File: src/rtl/encoder_pkg.sv
// Shared definitions for the sequential priority encoder: state encoding
// and the index-width helper used to size binary outputs.
package encoder_pkg;

   typedef enum logic {
      ST_IDLE = 1'b0,
      ST_EMIT = 1'b1
   } state_t;

   // Number of bits needed to hold an index in 0..w-1 (never less than 1).
   function automatic int idx_width(input int w);
      int bits;
      bits = $clog2(w);
      if (bits < 1) bits = 1;
      return bits;
   endfunction

endpackage

File: src/rtl/priority_encoder.sv
// Combinational first-set-bit finder. Returns the lowest set index when
// MSB_FIRST=0, or the highest set index when MSB_FIRST=1. An all-zero
// request yields index 0; callers qualify that case themselves.
module priority_encoder
   import encoder_pkg::*;
#(
   parameter int WIDTH     = 16,
   parameter int MSB_FIRST = 0,
   localparam int IDX_W    = idx_width(WIDTH)
) (
   input  logic [WIDTH-1:0] req_i,
   output logic [IDX_W-1:0] idx_o
);

   // Scan so that the winning bit is the last one assigned.
   always_comb begin
      idx_o = '0;
      if (MSB_FIRST == 0) begin
         for (int i = WIDTH - 1; i >= 0; i--) begin
            if (req_i[i]) idx_o = IDX_W'(i);
         end
      end else begin
         for (int i = 0; i < WIDTH; i++) begin
            if (req_i[i]) idx_o = IDX_W'(i);
         end
      end
   end

endmodule

File: src/rtl/seq_priority_encoder.sv
// Sequential priority encoder: captures a multi-hot request vector and
// emits the index of each set bit, one per accepted beat, in priority
// order. All outputs come straight from registers; the next index is
// looked up from the next-state pending vector so it is ready one cycle
// after capture or after each accepted beat.
module seq_priority_encoder
   import encoder_pkg::*;
#(
   parameter int WIDTH     = 16,
   parameter int MSB_FIRST = 0,
   localparam int IDX_W    = idx_width(WIDTH)
) (
   input  logic             clk,
   input  logic             reset,
   input  logic             enable,
   input  logic             in_valid,
   output logic             in_ready,
   input  logic [WIDTH-1:0] encoder_in,
   output logic             out_valid,
   input  logic             out_ready,
   output logic [IDX_W-1:0] binary_out,
   output logic             out_last
);

   localparam logic [WIDTH-1:0] ONE = {{(WIDTH-1){1'b0}}, 1'b1};

   state_t           state_q, state_d;
   logic [WIDTH-1:0] pending_q, pending_d;
   logic [IDX_W-1:0] binary_q;
   logic [IDX_W-1:0] first_idx_d;
   logic             last_q, last_d;

   priority_encoder #(
      .WIDTH     (WIDTH),
      .MSB_FIRST (MSB_FIRST)
   ) u_prio (
      .req_i (pending_d),
      .idx_o (first_idx_d)
   );

   // Next-state: capture in IDLE, retire the presented bit on each accepted beat.
   always_comb begin
      state_d   = state_q;
      pending_d = pending_q;
      case (state_q)
         ST_IDLE: begin
            if (in_valid && enable && (encoder_in != '0)) begin
               pending_d = encoder_in;
               state_d   = ST_EMIT;
            end
         end
         ST_EMIT: begin
            if (out_ready) begin
               pending_d = pending_q & ~(ONE << binary_q);
               if (last_q) state_d = ST_IDLE;
            end
         end
         default: state_d = ST_IDLE;
      endcase
      // Exactly one bit set: non-zero and clearing the lowest bit leaves zero.
      last_d = (pending_d != '0) && ((pending_d & (pending_d - ONE)) == '0);
   end

   // State and output registers; reset wins over any handshake.
   always_ff @(posedge clk) begin
      if (reset) begin
         state_q   <= ST_IDLE;
         pending_q <= '0;
         binary_q  <= '0;
         last_q    <= 1'b0;
      end else begin
         state_q   <= state_d;
         pending_q <= pending_d;
         binary_q  <= (state_d == ST_EMIT) ? first_idx_d : '0;
         last_q    <= (state_d == ST_EMIT) ? last_d : 1'b0;
      end
   end

   assign in_ready   = (state_q == ST_IDLE);
   assign out_valid  = (state_q == ST_EMIT);
   assign binary_out = binary_q;
   assign out_last   = last_q;

endmodule

File: config.mk
export PLATFORM = sky130hd
export DESIGN_NAME = seq_priority_encoder
export DESIGN_NICKNAME = d
export VERILOG_FILES = /design/src/rtl/encoder_pkg.sv /design/src/rtl/priority_encoder.sv /design/src/rtl/seq_priority_encoder.sv
export SDC_FILE = /design/constraint.sdc
export NUM_CORES = 1
export LEC_CHECK = 0
export ABC_AREA = 1
export CAP_MARGIN = 20
export CORE_ASPECT_RATIO = 0.8
export CORE_MARGIN = 1
export CORE_UTILIZATION = 54
export CTS_CLUSTER_SIZE = 14
export DETAILED_ROUTE_END_ITERATION = 6
export MAX_ROUTING_LAYER = met4
export PLACE_DENSITY = 0.86
export SKIP_CTS_REPAIR_TIMING = 1
export SYNTH_ARGS = -nofsm -noshare
export SYNTH_HDL_FRONTEND = slang
export SYNTH_HIERARCHICAL = 1
export SYNTH_SLANG_ARGS = --single-unit
File: constraint.sdc
create_clock -name clk -period 2.4 [get_ports clk]
set_clock_uncertainty 0.1 [all_clocks]
set_input_delay 0.36 -clock clk [delete_from_list [all_inputs] [get_ports clk]]
set_output_delay 0.36 -clock clk [all_outputs]
set_load 0.03 [all_outputs]
Word level (Yosys, flattened, before mapping)

Cells that the tools add are included.

Register bits after elaboration: 22
Output and inout bits: 7

Mux-type cells: 22
$add $sub $neg: 1
Bitwise operators: 5
Shift-type cells: 1
Reductions and logical operators: 11

Operators with widths:

| kind                                               | number |
|---|---|
| bitwise AND 16 bit                                 | 2 |
| two-way mux 16 bit                                 | 2 |
| two-way mux 4 bit                                  | 8 |
| one-hot mux 16 bit (2 select lines)                | 1 |
| nonzero test 16 bit                                | 2 |
| zero test 16 bit                                   | 1 |
| inverter 16 bit                                    | 1 |
| left shift 1 x 4 -> 16 bit, first input constant   | 1 |
| subtractor 16 x 1 -> 16 bit, second input constant | 1 |
| two-way mux 3 bit                                  | 4 |
| OR reduction 10 bit                                | 1 |
| OR reduction 6 bit                                 | 1 |
| two-way mux 1 bit                                  | 4 |
| two-way mux 2 bit                                  | 2 |
| OR reduction 4 bit                                 | 1 |
| logical AND 1 bit                                  | 3 |
| OR reduction 3 bit                                 | 1 |
| inverter 1 bit                                     | 2 |
| one-hot mux 1 bit (2 select lines)                 | 1 |
| OR reduction 2 bit                                 | 1 |

Longest topological paths before layout

Word-level depth: 20
Gate-level depth with buffers: 26

By module

The synthesis kept the hierarchy.

By module, submodules not included:

| module               | cells an instance | area an instance (sq um) | instances | sequential area each (sq um) |
|---|---|---|---|---|
| seq_priority_encoder | 248               | 1541.5                   | 1         | 440.4 |
| priority_encoder     | 46                | 212.7                    | 1         | 0.0 |

Worst setup path before layout

OpenSTA, ideal clock, no wires.

Path type: register to register
Start: reg state_q (netlist: out_valid)
End: reg binary_q[1] (netlist: binary_out[1])
Slack: -0.141 ns
Period minus slack after synthesis: 2.541 ns
Cell stages (with the launch flop): 18
Arrival time: 2.328 ns
Data required time: 2.187 ns
Path through: dfxtp_1 > inv_2 > and3_1 > buf_6 > nand2_8 > buf_6 > inv_1 > o21ai_0 > inv_1 > or2_1 > nand3_1 > nand3_1 > nand3_1 > nand3_1 > a31oi_1 > nor3_1 > inv_1 > nor2_1

Word-level cells in the longest chain between the ends: 16
Elaborated cells on any way between the ends: 19

RTL lines:

| element                             | line                       | text |
|---|---|---|
| start: declaration                  | seq_priority_encoder.sv:27 | `state_t state_q, state_d;` |
| start signal: assignment            | seq_priority_encoder.sv:72 | `state_q <= state_d;` |
| inverter 1 bit                      | --                         |  |
| net in_ready                        | seq_priority_encoder.sv:17 | `output logic in_ready,` |
| one-hot mux 16 bit (2 select lines) | seq_priority_encoder.sv:45 | `case (state_q)` |
| net pending_d[15]                   | seq_priority_encoder.sv:28 | `logic [WIDTH-1:0] pending_q, pending_d;` |
| two-way mux 4 bit (8 in series)     | priority_encoder.sv:20     | `if (req_i[i]) idx_o = IDX_W'(i);` |
| two-way mux 3 bit (4 in series)     | priority_encoder.sv:20     |  |
| two-way mux 2 bit (2 in series)     | priority_encoder.sv:20     |  |
| end signal: assignment              | seq_priority_encoder.sv:74 | `binary_q <= (state_d == ST_EMIT) ? first_idx_d : '0;` |
| end: declaration                    | seq_priority_encoder.sv:29 | `logic [IDX_W-1:0] binary_q;` |

The timed path passes the listed nets, and every way through them passes these cells.
A chain may end at the register's enable or synchronous reset.

Worst setup path in the final report

Start: in encoder_in[12]
End: reg last_q (netlist: out_last)

Word-level cells in the longest chain between the ends: 8
Elaborated cells on any way between the ends: 13

RTL lines:

| element                             | line                       | text |
|---|---|---|
| start: declaration                  | seq_priority_encoder.sv:18 | `input logic [WIDTH-1:0] encoder_in,` |
| nonzero test 16 bit                 | seq_priority_encoder.sv:47 | `if (in_valid && enable && (encoder_in != '0)) begin` |
| logical AND 1 bit                   | seq_priority_encoder.sv:47 |  |
| two-way mux 16 bit                  | seq_priority_encoder.sv:47 |  |
| one-hot mux 16 bit (2 select lines) | seq_priority_encoder.sv:45 |  |
| subtractor 16 x 1 -> 16 bit         | seq_priority_encoder.sv:61 | `last_d = (pending_d != '0) && ((pending_d & (pending_d - ONE)) == '0);` |
| bitwise AND 16 bit                  | seq_priority_encoder.sv:61 |  |
| zero test 16 bit                    | seq_priority_encoder.sv:61 |  |
| logical AND 1 bit                   | seq_priority_encoder.sv:61 |  |
| end signal: assignment              | seq_priority_encoder.sv:75 | `last_q <= (state_d == ST_EMIT) ? last_d : 1'b0;` |
| end: declaration                    | seq_priority_encoder.sv:31 | `logic last_q, last_d;` |

Several ways; a longest one is shown, not always the timed one.

==> summary.md <==
Dividing the detail-routed via count by the number of cells gives 6.07. Max-cap violations in this run came to 0. For this run the aggregate overflow at the end of global routing stands at 0. The congestion estimate from routability-driven global placement came to 0.920. The post-synthesis cell area was 1750 um2; the number of cells on the worst hold path was 5. In this run the number of cells on the critical path is 20.

The period utilization is 104%, and the total number of vias is 2524. Wires add up to 7730 um. The area growth from synthesis to final layout is 51.3%.

Data arrives at the worst endpoint at 2600 ps. The critical path is of the in -> reg type. For this configuration, the core starts out at a cell density of 56.9%.

The tools report the maximum clock frequency as 401 MHz. For the worst flop-to-flop path, the logic depth is 14. The largest area contributor in the synthesized netlist was sky130_fd_sc_hd__dfxtp_1.

Number of antenna diodes: 0. The layer with the highest usage is met2. The slew at the pin closest to its max-slew limit is 335 ps, and the delay of the slowest cell on the worst path is 170 ps.

Counting flops and latches in the post-synthesis netlist gives 22. The critical hold path startpoint was encoder_in[2]. The flow ran to the end, but the final reports show violations. Class of the tightest hold or removal check: in -> reg.

The clock passes through at most 2 buffers. The run gives 28 as the number of top-level pins. The average cell area after synthesis is 5.97 um2.

TritonCTS built the clock tree. In the layout the commonest cells are sky130_fd_sc_hd__nand2_1, sky130_fd_sc_hd__buf_4, sky130_fd_sc_hd__inv_1, sky130_fd_sc_hd__nor2_1, sky130_fd_sc_hd__dfxtp_1. The quantity of I/O buffers inserted on ports was 27. Cells with a size suffix above 1 make up 32.7% of the layout. For the total count of hold-check failures in the final report, the log shows 0. The logs give 34.5% for the total track usage and 1.38 mW for the total power draw. The required time of the worst setup path was 2510 ps; the count of final max-slew check failures was 0. For this run, global-route usage on met2 was measured as 56.3%. After synthesis, flip-flops and latches occupy 25.1% of the total area.

The critical path contains buffers and inverters numbering 6 combined. The die boundary width was 65.7 um; the row count was 18. The number of clock buffers added by TritonCTS is 3.

The H-tree level count was 1. The cell with the largest stage delay on the worst path is sky130_fd_sc_hd__nor2_2. The worst-case register-to-register setup slack is -20 ps. The final critical-path setup slack is -91.2 ps. For this run, global-route usage on met1 was measured as 42.6%.

The first detailed-routing pass took 7 iterations. The final count of negative-setup-slack endpoints came out at 1. For the number of sinks driven by the clock tree, the log shows 22. In the synthesized netlist, mux cells make up 0% of the area. The most common cell after layout, fill and taps aside is sky130_fd_sc_hd__nand2_1. For this run, the number of Yosys warnings is 6.

Across the VDD grid, the largest voltage drop is 0.427 mV. By area the synthesized netlist is led by sky130_fd_sc_hd__dfxtp_1, sky130_fd_sc_hd__nand2_1, sky130_fd_sc_hd__inv_1, sky130_fd_sc_hd__nor2_1, sky130_fd_sc_hd__nand3_1. After Yosys synthesis, and, or, nand and nor cells account for 48.9% of the synthesized area. Clock latency on the worst-skew pair, taken at its later pin, is 280 ps.

The post-synth net total was 315; the remaining antenna violation count was 0. Counting the fill cells in the layout gives 155. For the global-route wire length before repair, the log shows 8710 um. Die height: 53.0 um. The endpoint identified for the worst register-to-register timing path is out_last$_SDFF_PP0_. The top fanout value on the critical path was 5.

Power spread over the standard cell area amounts to 519 nW/um2. In the routed design, unresolved DRC markers number 0. The logs give 77.5% for the headroom to the max-slew limit and 398 for the count of nets after finishing.

The checks that failed: setup timing. The combinational family with the most area after synthesis is simple AND/OR/NAND/NOR gates. For met3 alone, demand over resource in global routing was 8.41%. For hold timing, the worst endpoint is pending_q[2]$_SDFF_PP0_. CTS placed an instance of sky130_fd_sc_hd__clkbuf_8 at the clock tree root. Traced cell by cell, the critical path runs through dlymetal6s2s_1, nor2_1, nand2_1, nor2_2, nand2_4, nand2_8, buf_8, buf_4, buf_4, nand2_2, o21ai_2, buf_4, nand2_1, nor2_1, nand3_1, nand2_1, o21ai_1, inv_1, nand3_1, nor2_1. The core area is 3090 um2. After the first detailed-routing iteration, the DRC count stood at 543. Dividing the detail-routed wire length by the instance count gives 18.6 um. Setup repair after global routing could not meet its margin everywhere. Among cell families on the critical path, the largest total delay comes from simple AND/OR/NAND/NOR gates. The netlist uses 33 different library cells. The xor/xnor cell area share of the yosys netlist was 0%. The via count of the first global-routing pass was 1952. Of the post-synthesis cell area, the dominant cell type holds 25.1%. The die outline area came out at 3480 um2.

Final hold analysis gives a worst-case slack of 499 ps. The tools report the launch point of the worst reg-to-reg path as binary_out[2]$_SDFF_PP0_. The final period demand of the worst path was 2490 ps; the initial antenna violation count was 0.

After legalization and detailed placement, the total HPWL measured 4240 um. The share of synthesized cell area in full adder, half adder and majority cells was 0%; the clock transition at the registers of the reported paths was 100 ps. The worst setup path is captured at a flip-flop. STA classifies the critical path startpoint as an input port. Entering global routing, the biggest net connects 17 pins. The static power due to leakage is 1.48 nW, and the post-synthesis instance total is 294. The synthesized netlist devotes 10.7% of its cell area to compound gates.
-- sequential cells by signal (all words and copies together), names as in the netlist --
| register | flops |
|---|---|
| out_valid | 1 |
| binary_out | 4 |
| out_last | 1 |
| pending_q | 16 |
-- logic make-up after synthesis --
| logic type | after synthesis |
|---|---|
| flops | 22 |
| compound gates | 31 |
| simple gates | 182 |
| buf+inv | 59 |
-- stage by stage --
stage                     std cells  util, %  setup WS, ps  TNS, ps  cell area [um2]
after floorplan                 294        -          12.3        0             1760
after global placement          404     77.6          -336    -1430             2390
after detailed placement        404     77.6          -400    -1750             2390
after CTS                       408     79.9          -177     -672             2460
after global routing            416     86.0          -285    -1050             2650
final                           416     86.0         -91.2    -91.2             2650
-- layout make-up --
cell class / instances / area (um2) / area share (%)
Timing Repair Buffer: 85 / 752 / 28.3
Multi-Input combinational cell: 213 / 1120 / 42.4
Clock inverter: 1 / 30.0 / 1.13
Clock buffer: 3 / 41.3 / 1.56
Tap cell: 40 / 50.0 / 1.89
Inverter: 52 / 214 / 8.06
Sequential cell: 22 / 442 / 16.6
-- routing by layer --
| metal | vias up | wire [um] |
|---|---|---|
| met1 | 1105 | 2770 |
| met5 | - | 0 |
| met2 | 257 | 3310 |
| li1 | 1073 | - |
| met3 | 89 | 1040 |
| met4 | 0 | 607 |
-- worst max path at each step --
stage	startpoint	to	slack, ps
after floorplan	out_valid$_SDFF_PP0_	binary_out[1]$_SDFF_PP0_	10
after global placement	encoder_in[3]	binary_out[0]$_SDFF_PP0_	-340
after detailed placement	encoder_in[1]	binary_out[0]$_SDFF_PP0_	-400
after CTS	encoder_in[3]	binary_out[0]$_SDFF_PP0_	-180
after global routing	encoder_in[11]	binary_out[0]$_SDFF_PP0_	-290
final	encoder_in[12]	out_last$_SDFF_PP0_	-90
-- Yosys cell counts, drive strengths merged --
cell and count:
nand2 88, inv 51, nor2 50, nand3 25, o21ai 25, dfxtp 22
nand3b 6, buf 5, nand4 4, a21oi 3, nor3 3, clkbuf 2
nor4 2, or2 2, a31oi 1, and3 1, bufinv 1, o21a 1
o21bai 1, or3 1
-- report_power, final --
group	internal, mW	switching [mW]
sequential	0.389	0.0115
combinational	0.250	0.350
clock	0.223	0.154
-- worst register-to-register path: cells and delay by family (launching register included) --
kind / cells / cell delay (ps)
AO/OA/AOI/OAI: 1 / 270
AND/OR/NAND/NOR: 10 / 1230
buffers and inverters: 3 / 430
flip-flops: 1 / 330
Power figures use the tool's default switching activity.
